--- config.mk ---
export PLATFORM = sky130hd
export DESIGN_NAME = line_raster_stream
export DESIGN_NICKNAME = d
export VERILOG_FILES = /design/src/rtl/line_raster_stream.sv
export SDC_FILE = /design/constraint.sdc
export NUM_CORES = 1
export LEC_CHECK = 0
export BUFFER_PORTS_ARGS = -buffer_cell sky130_fd_sc_hd__buf_2
export CORE_ASPECT_RATIO = 1.4
export CORE_UTILIZATION = 61
export CTS_BUF_LIST = sky130_fd_sc_hd__clkbuf_4 sky130_fd_sc_hd__clkbuf_8 sky130_fd_sc_hd__clkbuf_16
export DETAILED_ROUTE_END_ITERATION = 12
export HOLD_SLACK_MARGIN = 0.06
export PLACE_DENSITY = 0.83
export SETUP_SLACK_MARGIN = 0.15
export SLEW_MARGIN = 20
export SYNTH_ARGS = -nofsm -noshare
export SYNTH_HDL_FRONTEND = slang
export SYNTH_SLANG_ARGS = --single-unit
--- constraint.sdc ---
create_clock -name clock -period 6.13 [get_ports clock]
set_input_delay 1.226 -clock clock [delete_from_list [all_inputs] [get_ports clock]]
set_output_delay 1.226 -clock clock [all_outputs]
set_load 0.02 [all_outputs]
--- src/rtl/line_raster_stream.sv ---
// line_raster_stream: Bresenham line rasteriser with a valid/ready segment
// input and a valid/ready pixel output stream. All eight octants are handled,
// and both endpoints are emitted.
// Optional feature: define LINE_RASTER_CLIP_EN to suppress pixels outside
// SCREEN_W x SCREEN_H. Suppressed pixels are stepped through at one per cycle.
module line_raster_stream #(
    parameter int COORD_W  = 9,
    parameter int COLOUR_W = 3,
    parameter int SCREEN_W = 320,
    parameter int SCREEN_H = 180
) (
    input  logic                clock,
    input  logic                resetn,
    input  logic                in_valid,
    output logic                in_ready,
    input  logic [COORD_W-1:0]  x0,
    input  logic [COORD_W-1:0]  y0,
    input  logic [COORD_W-1:0]  x1,
    input  logic [COORD_W-1:0]  y1,
    input  logic [COLOUR_W-1:0] in_colour,
    output logic                px_valid,
    input  logic                px_ready,
    output logic [COORD_W-1:0]  px_x,
    output logic [COORD_W-1:0]  px_y,
    output logic [COLOUR_W-1:0] px_colour,
    output logic                px_last,
    output logic                done
);

    // Deltas and the error term need two extra bits: one for the sign, and one
    // for a magnitude of up to 2^COORD_W - 1. 2*err needs two more bits on top.
    localparam int DW = COORD_W + 2;
    localparam int EW = DW + 2;

    typedef enum logic [1:0] {IDLE, SETUP, STEP} state_t;

    state_t                state_q;
    logic [COORD_W-1:0]    x0_q, y0_q, x1_q, y1_q;
    logic [COORD_W-1:0]    cur_x_q, cur_y_q;
    logic [COLOUR_W-1:0]   colour_q, px_colour_q;
    logic signed [DW-1:0]  dx_q, dy_q, err_q;
    logic                  sx_neg_q, sy_neg_q, at_end_q;
    logic                  in_ready_q, px_valid_q, px_last_q, done_q;

    // Setup-time values that are derived from the latched endpoints.
    logic signed [DW-1:0]  diff_x, diff_y, dx_s, dy_s;
    logic                  start_end;

    // Per-step next-state values.
    logic signed [EW-1:0]  e2, dx_e, dy_e;
    logic                  step_x, step_y;
    logic signed [DW-1:0]  err_d;
    logic [COORD_W-1:0]    cur_x_d, cur_y_d;
    logic                  next_end;

    // Visibility of the start point and of the next point.
    logic                  start_on, next_on;

`ifdef LINE_RASTER_CLIP_EN
    function automatic logic in_screen(input logic [COORD_W-1:0] x, input logic [COORD_W-1:0] y);
        return (32'(x) < 32'(SCREEN_W)) && (32'(y) < 32'(SCREEN_H));
    endfunction

    assign start_on = in_screen(x0_q, y0_q);
    assign next_on  = in_screen(cur_x_d, cur_y_d);
`else
    // Without clipping every pixel is visible, so the screen size has no effect.
    logic unused_screen;
    assign unused_screen = ^{SCREEN_W, SCREEN_H};
    assign start_on = 1'b1;
    assign next_on  = 1'b1;
`endif

    // Compute the absolute deltas and the step directions from the latched endpoints.
    always_comb begin
        diff_x    = $signed({2'b00, x1_q}) - $signed({2'b00, x0_q});
        diff_y    = $signed({2'b00, y1_q}) - $signed({2'b00, y0_q});
        dx_s      = (diff_x < 0) ? -diff_x : diff_x;
        dy_s      = (diff_y < 0) ? diff_y : -diff_y;
        start_end = (x0_q == x1_q) && (y0_q == y1_q);
    end

    // Compute one Bresenham step from the current point and the current error.
    always_comb begin
        e2      = {{2{err_q[DW-1]}}, err_q} <<< 1;
        dx_e    = {{2{dx_q[DW-1]}}, dx_q};
        dy_e    = {{2{dy_q[DW-1]}}, dy_q};
        step_x  = (e2 >= dy_e);
        step_y  = (e2 <= dx_e);
        err_d   = err_q + (step_x ? dy_q : {DW{1'b0}}) + (step_y ? dx_q : {DW{1'b0}});
        cur_x_d = cur_x_q;
        cur_y_d = cur_y_q;
        if (step_x) begin
            cur_x_d = sx_neg_q ? (cur_x_q - 1'b1) : (cur_x_q + 1'b1);
        end
        if (step_y) begin
            cur_y_d = sy_neg_q ? (cur_y_q - 1'b1) : (cur_y_q + 1'b1);
        end
        next_end = (cur_x_d == x1_q) && (cur_y_d == y1_q);
    end

    // Control FSM with registered outputs: accept a segment, set it up, then
    // advance one point per beat. An invisible point advances without waiting.
    always_ff @(posedge clock) begin
        if (!resetn) begin
            state_q     <= IDLE;
            in_ready_q  <= 1'b1;
            px_valid_q  <= 1'b0;
            px_last_q   <= 1'b0;
            done_q      <= 1'b0;
            at_end_q    <= 1'b0;
            x0_q        <= '0;
            y0_q        <= '0;
            x1_q        <= '0;
            y1_q        <= '0;
            cur_x_q     <= '0;
            cur_y_q     <= '0;
            colour_q    <= '0;
            px_colour_q <= '0;
            dx_q        <= '0;
            dy_q        <= '0;
            err_q       <= '0;
            sx_neg_q    <= 1'b0;
            sy_neg_q    <= 1'b0;
        end else begin
            done_q <= 1'b0;
            case (state_q)
                IDLE: begin
                    if (in_valid && in_ready_q) begin
                        x0_q       <= x0;
                        y0_q       <= y0;
                        x1_q       <= x1;
                        y1_q       <= y1;
                        colour_q   <= in_colour;
                        in_ready_q <= 1'b0;
                        state_q    <= SETUP;
                    end
                end
                SETUP: begin
                    dx_q        <= dx_s;
                    dy_q        <= dy_s;
                    err_q       <= dx_s + dy_s;
                    sx_neg_q    <= (x1_q < x0_q);
                    sy_neg_q    <= (y1_q < y0_q);
                    cur_x_q     <= x0_q;
                    cur_y_q     <= y0_q;
                    px_colour_q <= colour_q;
                    at_end_q    <= start_end;
                    px_valid_q  <= start_on;
                    px_last_q   <= start_end && start_on;
                    state_q     <= STEP;
                end
                STEP: begin
                    if (px_ready || !px_valid_q) begin
                        if (at_end_q) begin
                            px_valid_q <= 1'b0;
                            px_last_q  <= 1'b0;
                            done_q     <= 1'b1;
                            in_ready_q <= 1'b1;
                            state_q    <= IDLE;
                        end else begin
                            cur_x_q    <= cur_x_d;
                            cur_y_q    <= cur_y_d;
                            err_q      <= err_d;
                            at_end_q   <= next_end;
                            px_valid_q <= next_on;
                            px_last_q  <= next_end && next_on;
                        end
                    end
                end
                default: begin
                    state_q    <= IDLE;
                    in_ready_q <= 1'b1;
                    px_valid_q <= 1'b0;
                    px_last_q  <= 1'b0;
                end
            endcase
        end
    end

    assign in_ready  = in_ready_q;
    assign px_valid  = px_valid_q;
    assign px_x      = cur_x_q;
    assign px_y      = cur_y_q;
    assign px_colour = px_colour_q;
    assign px_last   = px_last_q;
    assign done      = done_q;

endmodule

==> run_results.csv, run 1 <==
group,metric,value,unit
outcome,status,"finished clean",
pwr,p_leak,3.681,nW
drt,drt_wl_total,20540,µm
setup_path,startpoint_type,"flop",
setup_path,cp.required,6.39,ns
synthesis,syn_area,0.007919,mm²
drt,ant_nets,0,
final_layout,drive_gt1_share,9.568,%
timing,setup_viol,0,
clock_network,cts_buffer_depth,2,
hold_path,hold_path_class,"reg -> reg",
clock_network,clk_pin_slew_worst_paths,0.07,ns
run,cap_violations,0,
place,dpl.hpwl,15470,µm
final_layout,nets,1198,
clock_network,cts.sinks,102,
place,io_buffer_count,67,
clock_network,hold_buffers,0,
pwr,power_frac_seq,17.3,%
place,routabilityCongestion,0.9049,
timing,setup_tns,0,ns
drt,initialDrtViolationCount,340,
clock_network,htreeDepth,3,
pwr,switching_share,51.79,%
pwr,power,0.005606,W
synthesis,synth_edf_count,0,
timing,fin_crit_sh,85.91,%
synthesis,ys_seq_elements,102,
pwr,p_switching,0.002904,W
global_routing,antenna_found_initial,0,
place,dp_cells,1200,
final_layout,final_cell_mix,"nand2_1 (134), a21oi_1 (107), dfxtp_1 (102)",
drt,wire_per_inst,16.89,µm
timing,rsz0062_at_grt,"false",
clock_network,cts_resized,0,
floorplan,die_area,0.01345,mm²
synthesis,mappedNetlistNets,1156,
clock_network,clock_latency,0.35,ns
synthesis,synth_cell_types,63,
global_routing,grt_pass1_vias,6970,
pwr,vdd_ir_drop_max,0.0003439,V
pwr,p_clk_share,10.3,%
setup_path,path_max_fanout,20,
timing,drv_slew,0,
setup_path,worstPathArrival,5.52,ns
floorplan,core,0.01249,mm²
timing,hold_viol_final,0,
pwr,p_comb_share,72.4,%
drt,drc,0,
timing,skew,0.009199,ns
final_layout,layout_commonest_cell,"nand2_1",
floorplan,die_y,136.8,µm
synthesis,ys_warn_count,0,
clock_network,cts_buffers,9,
global_routing,overflow,0,
synthesis,yosysSeqAreaShare,25.79,%
final_layout,fin_cells,1216,
timing,slew-limit-headroom,31.09,%
clock_network,cts_tree,"built",
timing,fmax,189.9,MHz
synthesis,syn_area_per_cell,7.771,µm²
clock_network,postCtsSetupRepairBufs,0,
floorplan,die-width,98.30,µm
setup_path,cp-end-kind,"flop",
synthesis,async_reset_ff_share,0,%
final_layout,n_antenna_cell,0,
timing,tightest_slew,1.030,ns
synthesis,ys.flop_type,"dfxtp_1",
clock_network,cts_root_buffer,"clkbuf_16",
drt,dr.pass1.iters,7,
synthesis,syn_inst,1019,
global_routing,grt_pass1_wl,33310,µm
timing,fin_crit,5.266,ns
global_routing,grt_use_total,31.30,%
drt,vias,7390,
final_layout,fillers,1036,
floorplan,start_util,63.39,%
final_layout,syn_to_final_growth,9.322,%
pwr,p_int,0.002703,W
floorplan,rows,48,
setup_path,path_class,"reg -> reg",
drt,routed_via_density,6.077,
pwr,power_density,647.6,mW/mm²
floorplan,ioPinCount,68,
global_routing,grt_max_degree,67,
==> cell type report <==
class                   instances  area, µm²  share of cell area [%]
clock inverters                 3      26.28                  0.3035
clock buffers                  13      280.3                   3.237
multi-input cells             805       5478                   63.28
flip-flops and latches        102       2042                   23.59
inverters                      70      262.8                   3.035
well taps                     150      187.7                   2.168
repair buffers                 73      380.4                   4.394
==> metal layers <==
metal / track usage (%) / part of all wire, %
met5: 0 / 0
met4: 18.57 / 5.0
met3: 4.290 / 5.5
met2: 54.26 / 49
met1: 36.97 / 41
==> worst max-delay path, stage by stage (launching register included) <==
cell and delay (ns):
dfxtp_1 0.42, ha_1 0.29, and4b_1 0.23, a2111oi_2 0.48
o21a_1 0.23, a21o_1 0.64, nor2_1 0.13, fa_1 0.54
ha_1 0.32, a21o_1 0.16, a21oi_1 0.22, nor2b_1 0.08
o21a_1 0.21, o41ai_1 0.40, o21ai_0 0.23, xnor2_1 0.16
and2_1 0.16, o41ai_1 0.27
==> Yosys cell counts, types with 12 or more instances <==
library cell | n | share of area, %
xor2_1 | 34 | 3.8
xnor2_1 | 41 | 4.5
o21a_1 | 12 | 1.1
o21ai_0 | 57 | 3.6
fa_1 | 16 | 4.0
inv_1 | 70 | 3.3
clkbuf_1 | 35 | 1.7
nor3_1 | 19 | 1.2
nor2_1 | 96 | 4.6
nor2b_1 | 17 | 1.3
ha_1 | 78 | 12
a21o_1 | 14 | 1.3
nand2b_1 | 13 | 1.0
mux2i_1 | 15 | 1.9
a21oi_1 | 107 | 6.8
nand3_1 | 19 | 1.2
nand2_1 | 134 | 6.4
dfxtp_1 | 102 | 26
==> sequential cells by signal (all words and copies together), names as in the netlist, 2 cells and up <==
| name | count |
|---|---|
| colour_q | 3 |
| dx_q | 11 |
| dy_q | 11 |
| err_q | 11 |
| px_colour | 3 |
| px_x | 9 |
| px_y | 9 |
| state_q | 2 |
| x0_q | 9 |
| x1_q | 9 |
| y0_q | 9 |
| y1_q | 9 |
==> kinds of logic after synthesis <==
logic type / Yosys count / share of synthesized area [%]
flip-flops: 102 / 25.79
buffers and inverters: 112 / 5.309
adder cells (fa/ha/maj): 94 / 16.37
XOR/XNOR: 77 / 8.864
AND/OR/NAND/NOR: 347 / 20.29
AO/OA/AOI/OAI: 272 / 21.49
multiplexers: 15 / 1.896
==> final timing paths <==
kind | from | to | slack [ns] | depth (start not counted)
worst max-delay path | err_q[2] | err_q[10] | 0.86 | 17
worst min-delay path | colour_q[1] | colour_q[1] | 0.45 | 2
worst max register to register | err_q[2] | err_q[10] | 0.86 | 17
worst min register to register | colour_q[1] | colour_q[1] | 0.45 | 2
==> power groups by stage <==
stage	sequential (W)	combinational [W]	clock, W
after floorplan	0.000974	0.00302	0
after global placement	0.000974	0.00387	0
after detailed placement	0.000979	0.00394	0
after CTS	0.000965	0.00399	0.000585
after global routing	0.000989	0.00446	0.000613
final	0.000969	0.00406	0.000580
==> through the flow <==
step / utilization [%] / setup slack (ns) / instance area (µm²) / hold WS, ns
after detailed placement: 66.85 / 0.8920 / 8351 / 0.4490
after floorplan: - / 1.279 / 7919 / 0.4360
after global routing: 69.30 / 0.5059 / 8657 / 0.4724
after global placement: 66.85 / 0.9467 / 8351 / 0.4417
final: 69.30 / 0.8640 / 8657 / 0.4536
after CTS: 69.30 / 0.8691 / 8657 / 0.4577
(Power assumes the default switching activity.)
==> run 2: changes to the inputs <==
CORE_ASPECT_RATIO = 0.7   (was 1.4)
==> run 2 against run 1 <==
The run now ends with DRC left. Maximum frequency is 1.6% lower. Global-route usage is 1.5 points higher. Non-clock buffer count is 1 higher. Setup slack worse by 0.088 ns. Worst hold slack better by 0.0029 ns. Count of clock-buffer cells in the layout is 2 lower. Register-to-register slack worse by 0.09 ns. Die area hardly changed. Critical path type unchanged. Largest cell class unchanged.
==> run_results.csv, run 2 (synthesis gave the netlist of run 1 again) <==
group,metric,value,unit
clock_network,htreeDepth,3,
timing,rsz0062_at_grt,"false",
final_layout,n_antenna_cell,0,
drt,routed_via_density,6.039,
drt,drc,4,
global_routing,grt_pass1_vias,6945,
clock_network,hold_buffers,0,
timing,slew-limit-headroom,31.94,%
global_routing,grt_use_met2,50.75,%
floorplan,core,0.01255,mm²
setup_path,cp-endpoint,"err_q[10]",
global_routing,top_usage_layer,"met2",
timing,drv_slew,0,
setup_path,startpoint,"err_q[1]",
setup_path,r2r_cells,17,
final_layout,layout_commonest_cell,"nand2_1",
setup_path,path_max_fanout,20,
clock_network,cts_buffer_depth,2,
timing,setup_tns,0,ns
timing,fin_crit,5.354,ns
floorplan,start_util,63.10,%
clock_network,postCtsSetupRepairBufs,0,
timing,skew,0.01163,ns
final_layout,largestRegisters,"dx_q: 11 flops, dy_q: 11 flops, err_q: 11 flops",
final_layout,syn_to_final_growth,9.528,%
setup_path,r2r_slack,0.78,ns
clock_network,cts_tree,"built",
setup_path,path_class,"reg -> reg",
outcome,status,"complete, but fails checks",
floorplan,rows,34,
place,routabilityCongestion,0.9332,
hold_path,hold_path_class,"reg -> reg",
drt,ant_nets,0,
run,cap_violations,0,
timing,fin_crit_sh,87.34,%
timing,hold_viol_final,0,
final_layout,drive_gt1_share,9.653,%
place,dpl.hpwl,16030,µm
final_layout,final_cell_mix,"nand2_1 (134), a21oi_1 (107), dfxtp_1 (102)",
clock_network,clk_pin_slew_worst_paths,0.07,ns
setup_path,cp.required,6.38,ns
drt,drt_wl_total,21300,µm
drt,dr.pass1.iters,10,
drt,wire_per_inst,17.33,µm
global_routing,antenna_found_initial,0,
setup_path,worstPathArrival,5.60,ns
timing,setup_viol,0,
clock_network,cts.sinks,102,
floorplan,die-width,138.2,µm
global_routing,grt_pass1_wl,35320,µm
place,io_buffer_count,67,
setup_path,worst_r2r_endpoint,"err_q[10]",
timing,tightest_slew,1.017,ns
floorplan,die_y,97.33,µm
global_routing,gr-usage-met3,5.766,%
drt,initialDrtViolationCount,653,
setup_path,timing.rr.start,"err_q[1]",
clock_network,cts_buffers,9,
setup_path,startpoint_type,"flop",
timing,fmax,186.8,MHz
outcome,violations,"DRC",
setup_path,cp-end-kind,"flop",
global_routing,use_met1,47.36,%
floorplan,die_area,0.01345,mm²
clock_network,cts_resized,0,
hold_path,min_path_cells,2,
clock_network,cts_root_buffer,"clkbuf_16",
global_routing,grt_use_total,32.85,%
clock_network,clock_latency,0.36,ns
final_layout,nets,1199,
global_routing,overflow,0,
global_routing,grt_max_degree,67,
drt,vias,7422,
floorplan,ioPinCount,68,
## run 2: cell count changes in the layout (fill, tap and decap cells not counted), sizes merged
cell      change
clkinvlp      +2
clkbuf        -2
clkinv        -2
inv           +1
bufinv        +1
buf           +1
## run 2: cell type report
class	count	area [µm²]
fill	1062	3876
clock buffer	11	240.2
inverter	70	262.8
tap	162	202.7
sequential	102	2042
clock inverter	5	58.81
multi-input combinational	805	5479
timing repair buffer	74	387.9
## run 2: stage by stage
step                hold WS [ns]  instance area [µm²]  setup slack [ns]  utilization, %  std cells
floorplan                 0.4360                 7919             1.279               -       1019
global placement          0.4439                 8373             1.076           66.72       1213
detailed placement        0.4487                 8373            0.9045           66.72       1213
CTS                       0.4587                 8672            0.8787           69.10       1229
global route              0.4768                 8673            0.3418           69.11       1229
finish                    0.4565                 8673            0.7761           69.11       1229
## run 2: routing by layer
layer | vias to the layer above | part of all wire (%)
li1 | 3616 | -
met1 | 3484 | 46
met2 | 297 | 43
met3 | 25 | 9.0
met4 | 0 | 1.3
met5 | - | 0
## run 2: worst max-delay path: stages, from the launching register on
cell and delay (ns):
dfxtp_1 0.45, ha_1 0.30, and4b_1 0.21, a2111oi_2 0.49
o21a_1 0.22, a21o_1 0.59, nor2_1 0.13, fa_1 0.53
ha_1 0.32, a21o_1 0.16, a21oi_1 0.22, nor2b_1 0.08
o21a_1 0.18, o41ai_1 0.51, o21ai_0 0.25, xnor2_1 0.16
and2_1 0.16, o41ai_1 0.29
## run 2: worst min-delay path by stage
| stage | slack (ns) | end | start |
|---|---|---|---|
| final | 0.46 | colour_q[2] | colour_q[2] |
| after global routing | 0.48 | y0_q[7] | y0_q[7] |
| after CTS | 0.46 | colour_q[2] | colour_q[2] |
| after detailed placement | 0.45 | colour_q[2] | colour_q[2] |
| after global placement | 0.44 | colour_q[2] | colour_q[2] |
| after floorplan | 0.44 | colour_q[0] | colour_q[0] |
Power of run 2 is left out: the tool's default activity adds up to more than one toggle a clock period on the data nets, which glitch-free logic cannot reach.
==> run 3: changes to the inputs <==
CTS_BUF_LIST = default   (was sky130_fd_sc_hd__clkbuf_4 sky130_fd_sc_hd__clkbuf_8 sky130_fd_sc_hd__clkbuf_16)
PLACE_DENSITY = 0.81   (was 0.83)
==> run 3 against run 2 <==
The run still ends with DRC left. Worst hold slack worse by 0.0038 ns. Count of clock-buffer cells in the layout is 1 higher. Register-to-register slack worse by 0.06 ns. Sequential cell count stayed put. Global-route usage is 0.65 points higher. First-iteration DRC count is 5.8% higher. Die area stayed put. Sequential share of layout area is 0.064 points lower. Non-clock buffer count is 1 higher. Critical path depth stayed put. Maximum frequency is 1.1% lower. Critical path type unchanged. Critical endpoint unchanged. Largest cell class unchanged.
==> run_results.csv, run 3 (synthesis gave the netlist of run 1 again) <==
group,metric,value,unit
run,cap_violations,0,
hold_path,min_path_cells,2,
setup_path,timing.rr.start,"err_q[4]",
clock_network,cts.sinks,102,
place,routabilityCongestion,0.9425,
final_layout,layout_commonest_cell,"nand2_1",
drt,vias,7481,
global_routing,overflow,0,
final_layout,drive_gt1_share,9.560,%
setup_path,path_class,"reg -> reg",
timing,slew-limit-headroom,31.04,%
clock_network,cts_tree,"built",
setup_path,worst_r2r_endpoint,"err_q[10]",
floorplan,rows,34,
global_routing,grt_pass1_wl,35740,µm
final_layout,syn_to_final_growth,9.828,%
setup_path,worstPathArrival,5.66,ns
final_layout,fin_util,69.30,%
clock_network,cts_root_buffer,"clkbuf_16",
clock_network,clock_latency,0.35,ns
timing,drv_slew,0,
timing,fin_crit_sh,88.30,%
global_routing,grt_use_total,33.50,%
timing,setup_tns,0,ns
floorplan,start_util,63.10,%
outcome,violations,"DRC",
global_routing,grt_pass1_vias,6932,
timing,setup_viol,0,
final_layout,largestRegisters,"dx_q: 11 flops, dy_q: 11 flops, err_q: 11 flops",
setup_path,path_cells,"ha_1 -> a21oi_1 -> o21ai_0 -> a2111oi_0 -> a211oi_2 -> buf_4 -> nor2_1 -> fa_1 -> ha_1 -> a21oi_1 -> nor2b_1 -> o21a_1 -> o41ai_1 -> o21ai_0 -> xnor2_1 -> and2_1 -> o41ai_1",
setup_path,cpPeakStageDelay,0.91,ns
drt,drt_wl_total,21580,µm
clock_network,clk_pin_slew_worst_paths,0.07,ns
clock_network,cts_buffers,9,
drt,drc,4,
timing,hold_viol_final,0,
setup_path,startpoint_type,"flop",
global_routing,grt_use_met2,51.45,%
place,io_buffer_count,67,
outcome,status,"complete, but fails checks",
clock_network,htreeDepth,3,
global_routing,gr-usage-met3,6.999,%
timing,rsz0062_at_grt,"false",
hold_path,hold_path_class,"reg -> reg",
final_layout,final_cell_mix,"nand2_1 (134), a21oi_1 (107), dfxtp_1 (102)",
global_routing,use_met1,47.73,%
drt,dr.pass1.iters,9,
setup_path,cp_slowest_cell,"a2111oi_0",
hold_path,whs_endpoint,"y0_q[2]",
timing,tightest_slew,1.008,ns
hold_path,hp-start,"y0_q[2]",
drt,initialDrtViolationCount,691,
global_routing,grt_max_degree,67,
floorplan,core,0.01255,mm²
clock_network,hold_buffers,0,
final_layout,n_antenna_cell,0,
global_routing,top_usage_layer,"met2",
setup_path,cp.required,6.38,ns
place,placedInstanceArea,0.008373,mm²
setup_path,cp-end-kind,"flop",
timing,skew,0.008418,ns
clock_network,cts_buffer_depth,2,
drt,wire_per_inst,17.56,µm
place,dpl.hpwl,16150,µm
global_routing,antenna_found_initial,0,
final_layout,fin_cells,1229,
floorplan,ioPinCount,68,
drt,routed_via_density,6.087,
drt,ant_nets,0,
clock_network,postCtsSetupRepairBufs,0,
setup_path,r2r_cells,17,
timing,fmax,184.7,MHz
setup_path,path_max_fanout,20,
timing,fin_crit,5.413,ns
setup_path,r2r_slack,0.72,ns
floorplan,die_area,0.01345,mm²
final_layout,nets,1200,
final_layout,design_area,0.008697,mm²
clock_network,cts_resized,0,
floorplan,die_y,97.33,µm
floorplan,die-width,138.2,µm
place,dp_cells,1214,
## run 3: cell count changes in the layout (fill, tap and decap cells not counted), sizes merged
| cell | before | now |
|---|---|---|
| clkinv | 1 | 0 |
| clkbuf | 11 | 12 |
| inv | 71 | 70 |
| bufinv | 1 | 2 |
| clkinvlp | 2 | 1 |
| buf | 74 | 75 |
## run 3: through the flow
| step | setup slack, ns | hold WS, ns |
|---|---|---|
| after CTS | 0.8545 | 0.4556 |
| after floorplan | 1.279 | 0.4360 |
| final | 0.7170 | 0.4527 |
| after global placement | 1.222 | 0.4438 |
| after detailed placement | 1.020 | 0.4463 |
| after global routing | 0.4847 | 0.4872 |
## run 3: worst max path at each step
| stage | to | start | cells past startpoint | slack (ns) |
|---|---|---|---|---|
| after floorplan | err_q[10] | dx_q[3] | 20 | 1.28 |
| after CTS | err_q[10] | err_q[4] | 17 | 0.85 |
| after detailed placement | err_q[10] | err_q[4] | 17 | 1.02 |
| after global routing | err_q[10] | err_q[4] | 17 | 0.48 |
| after global placement | err_q[10] | err_q[4] | 17 | 1.22 |
| final | err_q[10] | err_q[4] | 17 | 0.72 |
## run 3: layer usage
layer / vias up / part of all wire [%]
met5: - / 0
met4: 0 / 1.7
met3: 32 / 9.7
met2: 367 / 42
met1: 3451 / 46
li1: 3631 / -
## run 3: area by class of cell
cell class              count  area (µm²)
well taps                 162       202.7
fillers                  1049        3852
repair buffers             75       395.4
multi-input cells         805        5470
clock inverters             3       67.56
clock buffers              12       256.5
flip-flops and latches    102        2042
inverters                  70       262.8
## run 3: worst max-delay path, delay by kind of cell (launching register included)
kind                     cells  cell delay [ns]
AO/OA/AOI/OAI                9             2.96
XOR/XNOR                     1             0.17
adder cells (fa/ha/maj)      3             1.08
buffers and inverters        1             0.27
flip-flops                   1             0.45
AND/OR/NAND/NOR              3             0.38
Power of run 3 is left out for the same reason.
